`config.mk`:
```
export PLATFORM = sky130hd
export DESIGN_NAME = cfg_chain_loader
export DESIGN_NICKNAME = d
export VERILOG_FILES = /design/src/rtl/cfg_chain_loader.sv
export SDC_FILE = /design/constraint.sdc
export NUM_CORES = 1
export LEC_CHECK = 0
export CAP_MARGIN = 20
export CORE_ASPECT_RATIO = 1.75
export CORE_UTILIZATION = 42
export DETAILED_ROUTE_END_ITERATION = 8
export GPL_TIMING_DRIVEN = 0
export PLACE_DENSITY = 0.64
export RECOVER_POWER = 100
export SKIP_CTS_REPAIR_TIMING = 1
export SYNTH_ARGS = -nofsm -noshare
export SYNTH_HDL_FRONTEND = slang
export SYNTH_SLANG_ARGS = --single-unit
```
`constraint.sdc`:
```
create_clock -name clk -period 3.62 [get_ports clk]
set_clock_uncertainty 0.15 [all_clocks]
set_input_delay 0.543 -clock clk [delete_from_list [all_inputs] [get_ports clk]]
set_output_delay 0.543 -clock clk [all_outputs]
set_load 0.01 [all_outputs]
```
`src/rtl/cfg_chain_loader.sv`:
```
// Streams bitstream words into NUM_CHAINS fabric config chains and generates prog_clk.
// Latency: 2*CLK_DIV clk per bit group, plus at least 1 fetch cycle per word; all outputs registered.
// Backpressure: wr_ready is high only in FETCH, and prog_clk is parked low while a word is awaited.
module cfg_chain_loader #(
    parameter int NUM_CHAINS     = 1,
    parameter int WORD_W         = 32,
    parameter int BITS_PER_CHAIN = 256,
    parameter int CLK_DIV        = 1,
    parameter int GRESET_CYCLES  = 4
) (
    input  logic                  clk,
    input  logic                  rst,
    input  logic                  start,
    input  logic                  verify,
    input  logic                  abort,
    input  logic                  wr_valid,
    input  logic [WORD_W-1:0]     wr_data,
    output logic                  wr_ready,
    input  logic [NUM_CHAINS-1:0] ccff_tail,
    output logic [NUM_CHAINS-1:0] ccff_head,
    output logic                  prog_clk,
    output logic                  busy,
    output logic                  done,
    output logic                  fabric_reset,
    output logic                  op_clk_en,
    output logic                  verify_err,
    output logic [31:0]           bit_count
);
    localparam int GROUPS = WORD_W / NUM_CHAINS;
    localparam int SHW    = $clog2(2 * BITS_PER_CHAIN + 1);
    localparam int GW     = $clog2(GROUPS + 1);
    localparam int DMAX   = (CLK_DIV > GRESET_CYCLES) ? CLK_DIV : GRESET_CYCLES;
    localparam int DW     = $clog2(DMAX + 1);

    localparam logic [SHW-1:0] PASS_LEN   = SHW'(BITS_PER_CHAIN);
    localparam logic [SHW-1:0] VERIFY_LEN = SHW'(2 * BITS_PER_CHAIN);
    localparam logic [GW-1:0]  GRP_INIT   = GW'(GROUPS);
    localparam logic [DW-1:0]  DIV_LAST   = DW'(CLK_DIV - 1);
    localparam logic [DW-1:0]  GRST_LAST  = DW'(GRESET_CYCLES - 1);

    typedef enum logic [2:0] {S_IDLE, S_FETCH, S_LOW, S_HIGH, S_GRST, S_DONE} state_t;

    state_t                  state_q, state_d;
    logic                    verify_mode_q, verify_mode_d;
    logic [WORD_W-1:0]       shreg_q, shreg_d;
    logic [GW-1:0]           grp_q, grp_d;
    logic [DW-1:0]           div_q, div_d;
    logic [SHW-1:0]          shift_cnt_q, shift_cnt_d;
    logic                    wr_ready_q, wr_ready_d;
    logic [NUM_CHAINS-1:0]   head_q, head_d;
    logic                    prog_clk_q, prog_clk_d;
    logic                    busy_q, busy_d;
    logic                    done_q, done_d;
    logic                    fabric_reset_q, fabric_reset_d;
    logic                    op_clk_en_q, op_clk_en_d;
    logic                    verify_err_q, verify_err_d;
    logic [31:0]             bit_count_q, bit_count_d;

    logic [WORD_W-1:0]       shreg_shr;
    logic [SHW-1:0]          shift_nxt;
    logic [SHW-1:0]          total_len;

    assign shreg_shr = shreg_q >> NUM_CHAINS;
    assign shift_nxt = shift_cnt_q + SHW'(1);
    assign total_len = verify_mode_q ? VERIFY_LEN : PASS_LEN;

    always_comb begin
        state_d        = state_q;
        verify_mode_d  = verify_mode_q;
        shreg_d        = shreg_q;
        grp_d          = grp_q;
        div_d          = div_q;
        shift_cnt_d    = shift_cnt_q;
        wr_ready_d     = wr_ready_q;
        head_d         = head_q;
        prog_clk_d     = prog_clk_q;
        busy_d         = busy_q;
        done_d         = done_q;
        fabric_reset_d = fabric_reset_q;
        op_clk_en_d    = op_clk_en_q;
        verify_err_d   = verify_err_q;
        bit_count_d    = bit_count_q;

        if (abort && state_q != S_IDLE) begin
            // bit_count and verify_err deliberately survive an abort for post-mortem
            state_d        = S_IDLE;
            wr_ready_d     = 1'b0;
            head_d         = '0;
            prog_clk_d     = 1'b0;
            busy_d         = 1'b0;
            done_d         = 1'b0;
            fabric_reset_d = 1'b0;
            op_clk_en_d    = 1'b0;
        end else begin
            case (state_q)
                S_IDLE, S_DONE: begin
                    if (start) begin
                        state_d       = S_FETCH;
                        verify_mode_d = verify;
                        shift_cnt_d   = '0;
                        done_d        = 1'b0;
                        verify_err_d  = 1'b0;
                        bit_count_d   = '0;
                        op_clk_en_d   = 1'b0;
                        wr_ready_d    = 1'b1;
                        busy_d        = 1'b1;
                    end
                end
                S_FETCH: begin
                    if (wr_valid) begin
                        state_d    = S_LOW;
                        shreg_d    = wr_data;
                        grp_d      = GRP_INIT;
                        div_d      = '0;
                        wr_ready_d = 1'b0;
                        head_d     = wr_data[NUM_CHAINS-1:0];
                    end
                end
                S_LOW: begin
                    if (div_q == DIV_LAST) begin
                        // second pass: tail now carries the matching bit from pass one
                        if (verify_mode_q && shift_cnt_q >= PASS_LEN && ccff_tail != head_q)
                            verify_err_d = 1'b1;
                        state_d     = S_HIGH;
                        div_d       = '0;
                        prog_clk_d  = 1'b1;
                        bit_count_d = (&bit_count_q) ? bit_count_q : bit_count_q + 32'd1;
                    end else begin
                        div_d = div_q + DW'(1);
                    end
                end
                S_HIGH: begin
                    if (div_q == DIV_LAST) begin
                        shreg_d     = shreg_shr;
                        grp_d       = grp_q - GW'(1);
                        shift_cnt_d = shift_nxt;
                        div_d       = '0;
                        prog_clk_d  = 1'b0;
                        if (shift_nxt == total_len) begin
                            state_d        = S_GRST;
                            head_d         = '0;
                            fabric_reset_d = 1'b1;
                        end else if (shift_nxt == PASS_LEN || grp_q == GW'(1)) begin
                            // a pass boundary drops the rest of the word
                            state_d    = S_FETCH;
                            wr_ready_d = 1'b1;
                        end else begin
                            state_d = S_LOW;
                            head_d  = shreg_shr[NUM_CHAINS-1:0];
                        end
                    end else begin
                        div_d = div_q + DW'(1);
                    end
                end
                S_GRST: begin
                    if (div_q == GRST_LAST) begin
                        state_d        = S_DONE;
                        fabric_reset_d = 1'b0;
                        done_d         = 1'b1;
                        op_clk_en_d    = 1'b1;
                        busy_d         = 1'b0;
                    end else begin
                        div_d = div_q + DW'(1);
                    end
                end
                default: state_d = S_IDLE;
            endcase
        end
    end

    always_ff @(posedge clk) begin
        if (rst) begin
            state_q        <= S_IDLE;
            verify_mode_q  <= 1'b0;
            shreg_q        <= '0;
            grp_q          <= '0;
            div_q          <= '0;
            shift_cnt_q    <= '0;
            wr_ready_q     <= 1'b0;
            head_q         <= '0;
            prog_clk_q     <= 1'b0;
            busy_q         <= 1'b0;
            done_q         <= 1'b0;
            fabric_reset_q <= 1'b0;
            op_clk_en_q    <= 1'b0;
            verify_err_q   <= 1'b0;
            bit_count_q    <= '0;
        end else begin
            state_q        <= state_d;
            verify_mode_q  <= verify_mode_d;
            shreg_q        <= shreg_d;
            grp_q          <= grp_d;
            div_q          <= div_d;
            shift_cnt_q    <= shift_cnt_d;
            wr_ready_q     <= wr_ready_d;
            head_q         <= head_d;
            prog_clk_q     <= prog_clk_d;
            busy_q         <= busy_d;
            done_q         <= done_d;
            fabric_reset_q <= fabric_reset_d;
            op_clk_en_q    <= op_clk_en_d;
            verify_err_q   <= verify_err_d;
            bit_count_q    <= bit_count_d;
        end
    end

    assign wr_ready     = wr_ready_q;
    assign ccff_head    = head_q;
    assign prog_clk     = prog_clk_q;
    assign busy         = busy_q;
    assign done         = done_q;
    assign fabric_reset = fabric_reset_q;
    assign op_clk_en    = op_clk_en_q;
    assign verify_err   = verify_err_q;
    assign bit_count    = bit_count_q;

endmodule
```
==> summary.md <==
| Metric | Value |
|---|---|
| Pint | 1.89 mW |
| Worst path arrival time | 3.38 ns |
| Worst Hold Class | flop to flop |
| Commonest non-fill, non-tap cell in the layout | dfxtp_1 |
| Setup CP Type | input port to flop |
| Maximum fanout along the worst path | 10 |
| Critical Path RT | 3.71 ns |
| Syn Inst Count | 627 |
| Leakage | 2.25 nW |
| Gr ovfl total | 0 |
| Failing checks | design-rule violations |
| Slew margin rel. | 0.364 |
| Post-synth EDFFs | 0 |
| Most used routing layer | met2 |
| Die height | 146 µm |
| GP Congestion | 0.910 |
| CTS tree | done |
| Sequential power share | 0.424 |
| Per-cell routed wire length | 15.8 µm |
| Clock group share of total power | 0.422 |
| Sequential cell area | 1860 µm² |
| Slew @ Worst Pin | 0.946 ns |
| Fmax | 304 MHz |
| Critical-path cell list | dlygate4sd3_1, nand3b_1, or2_0, and2_1, clkbuf_1, nor4_1, a31oi_1, a41o_1 |
| Worst-skew pair later-pin latency | 0.34 ns |
| Ant diodes | 0 |
| Yosys reg bits | 93 |
| Initial antenna violation count | 0 |
| Max-cap violations | 0 |
| DRT Wirelength | 13600 µm |
| Power Total | 2.59 mW |
| Comb pwr share | 0.155 |
| Vias per cell | 5.86 |
| Detail Placement HPWL | 10200 µm |
| H-tree depth | 3 |
| Net Sw Frac | 0.269 |
| CP Capture Type | flop |
| Startpoint types | input port |
| Asr flop ratio synth | 0 |
| Post-DRT Antenna Nets | 0 |
| First-pass DRT Iterations | 7 |
| DR iter-0 viols | 282 |
| RSZ-0062 raised after global routing | no |
| Mapped Area | 4950 µm² |
| Total core area | 11500 µm² |
| Port buffer count | 78 |
| CTS Sinks | 93 |
| CTS buffer count | 9 |
| # fillers | 1106 |
| Switching pwr | 0.697 mW |
| Global-route wire length before repair | 22400 µm |
| Die Wd | 84.1 µm |
| Ys Warns | 0 |
| Status | finished with violations |
| Area of the multi-input gates | 2840 µm² |
| Fin. Hold Viols | 0 |
| # rows | 52 |
| Total negative setup slack | 0 ns |
| Most frequent cells in the layout | dfxtp_1, nor2_1, nand2_1 |
| Total GRT Usage | 0.227 |
| Die area | 12300 µm² |
| Clock root cell | clkbuf_16 |
| Maximum clock path buffer count | 2 |
| Max rail drop VDD | 0.000199 V |
| Sequential area share after synthesis | 0.376 |
| Post-route clock period utilization | 0.909 |
| CP max stage delay | 0.88 ns |
| Starting Density | 0.430 |
| Syn Nets | 674 |
| Layout cells sized above 1 | 0.0458 |
| Area Overhead vs Synth | 25.6% |
| Slowest cell on crit path | nor4_1 |
| DRC violations left | 18 |
| Distinct cells, synth | 65 |
| Vias in the first global route | 4811 |
| Largest net degree at the start of global routing | 17 |
| Fin crit period | 3.29 ns |
| Final setup violation count | 0 |
| Slew Viols, Final | 0 |
| Final net count | 763 |
| Routing usage on met1 | 0.232 |
| Clock-pin slew on the worst setup and hold paths | 0.07 ns |
| Pwr/cell area | 416 nW/µm² |
| GR Util met3 | 0.0340 |
| GR Layer Usage met2 | 0.427 |
| IO Count | 79 |
| Syn Area/Cell | 7.90 µm² |
| Vias post-DR | 5015 |
| Top FF cell, synth | dfxtp_1 |
==> power groups by stage <==
stage          Sequential, mW  Clock, mW  Combinational [mW]
4_1_cts                  1.10       1.12               0.408
3_3_place_gp             1.12          0               0.402
2_1_floorplan            1.12          0               0.256
5_1_grt                  1.10       1.16               0.441
3_5_place_dp             1.12          0               0.408
6_report                 1.10       1.09               0.401
==> metal layers <==
layer  vias up  wire length [µm]
met5         -                 0
met4         0               530
met3        46               591
met2       158              7260
met1      2335              5180
li1       2476                 -
==> cells by family after synthesis <==
kind of cell / share of synthesized area
and+or+nand+nor: 0.321
DFF: 0.376
muxes: 0.0144
xor gates and xnor gates: 0.0336
adders and majority gates: 0.0202
buffers and inverters: 0.0472
AOI/OAI and AO/OA: 0.188
==> worst max-delay path, delay by kind of cell <==
family          cells  cell delay [ns]
compound gates      2             0.41
simple gates        4             1.53
buf+inv             2             0.90
==> cell usage after synthesis (3+ instances only) <==
library cell,instances,share of area
dfxtp_1,93,0.38
nor2_1,90,0.068
nand2_1,64,0.048
nand3_1,45,0.045
clkbuf_1,36,0.027
a21oi_1,34,0.034
a311oi_1,32,0.057
o21ai_0,22,0.022
xnor2_1,15,0.027
nor3_1,14,0.014
inv_1,13,0.0098
nand4_1,13,0.016
and3_1,12,0.015
nor4_1,9,0.011
a31oi_1,8,0.010
ha_1,8,0.020
nor2b_1,8,0.010
or3_1,8,0.010
a211oi_1,7,0.011
and4_1,6,0.011
mux2i_1,6,0.012
or4_1,6,0.0091
and2_1,4,0.0050
buf_1,4,0.0030
nand2b_1,4,0.0050
nand3b_1,4,0.0061
o211ai_1,4,0.0061
xor2_1,4,0.0071
a31o_2,3,0.0053
a41o_1,3,0.0061
a41oi_1,3,0.0053
o22ai_1,3,0.0038
==> worst paths after layout <==
path             from        endpoint  slack [ns]  cells after the start
max             abort   bit_count[27]        0.33                      8
min              busy            busy        0.31                      2
max reg2reg  div_q[0]  shift_cnt_q[3]        0.47                      9
min reg2reg      busy            busy        0.31                      2
==> stage by stage <==
step | hold slack [ns] | worst slack (ns) | instance area, µm² | instances | util
after floorplan | 0.282 | 1.08 | 4950 | 627 | -
after global placement | 0.298 | 0.201 | 5900 | 840 | 0.513
after detailed placement | 0.297 | 0.184 | 5900 | 840 | 0.513
after CTS | 0.314 | 0.546 | 6250 | 856 | 0.543
after global routing | 0.341 | 0.197 | 6220 | 856 | 0.541
final | 0.307 | 0.329 | 6220 | 856 | 0.541
==> layout make-up <==
cell class	count	area share
flip-flops and latches	93	0.299
multi-input cells	476	0.456
clock inverters	7	0.0197
repair buffers	78	0.125
clock buffers	9	0.0362
inverters	14	0.00844
plain buffers	44	0.0277
well taps	135	0.0271
==> flip-flops by register name, summed over array words and instances, names as in the netlist, 3 cells and up <==
signal	cells
state_q	3
shift_cnt_q	10
div_q	3
bit_count	32
shreg_q	31
grp_q	6
Power figures use the tool's default switching activity.
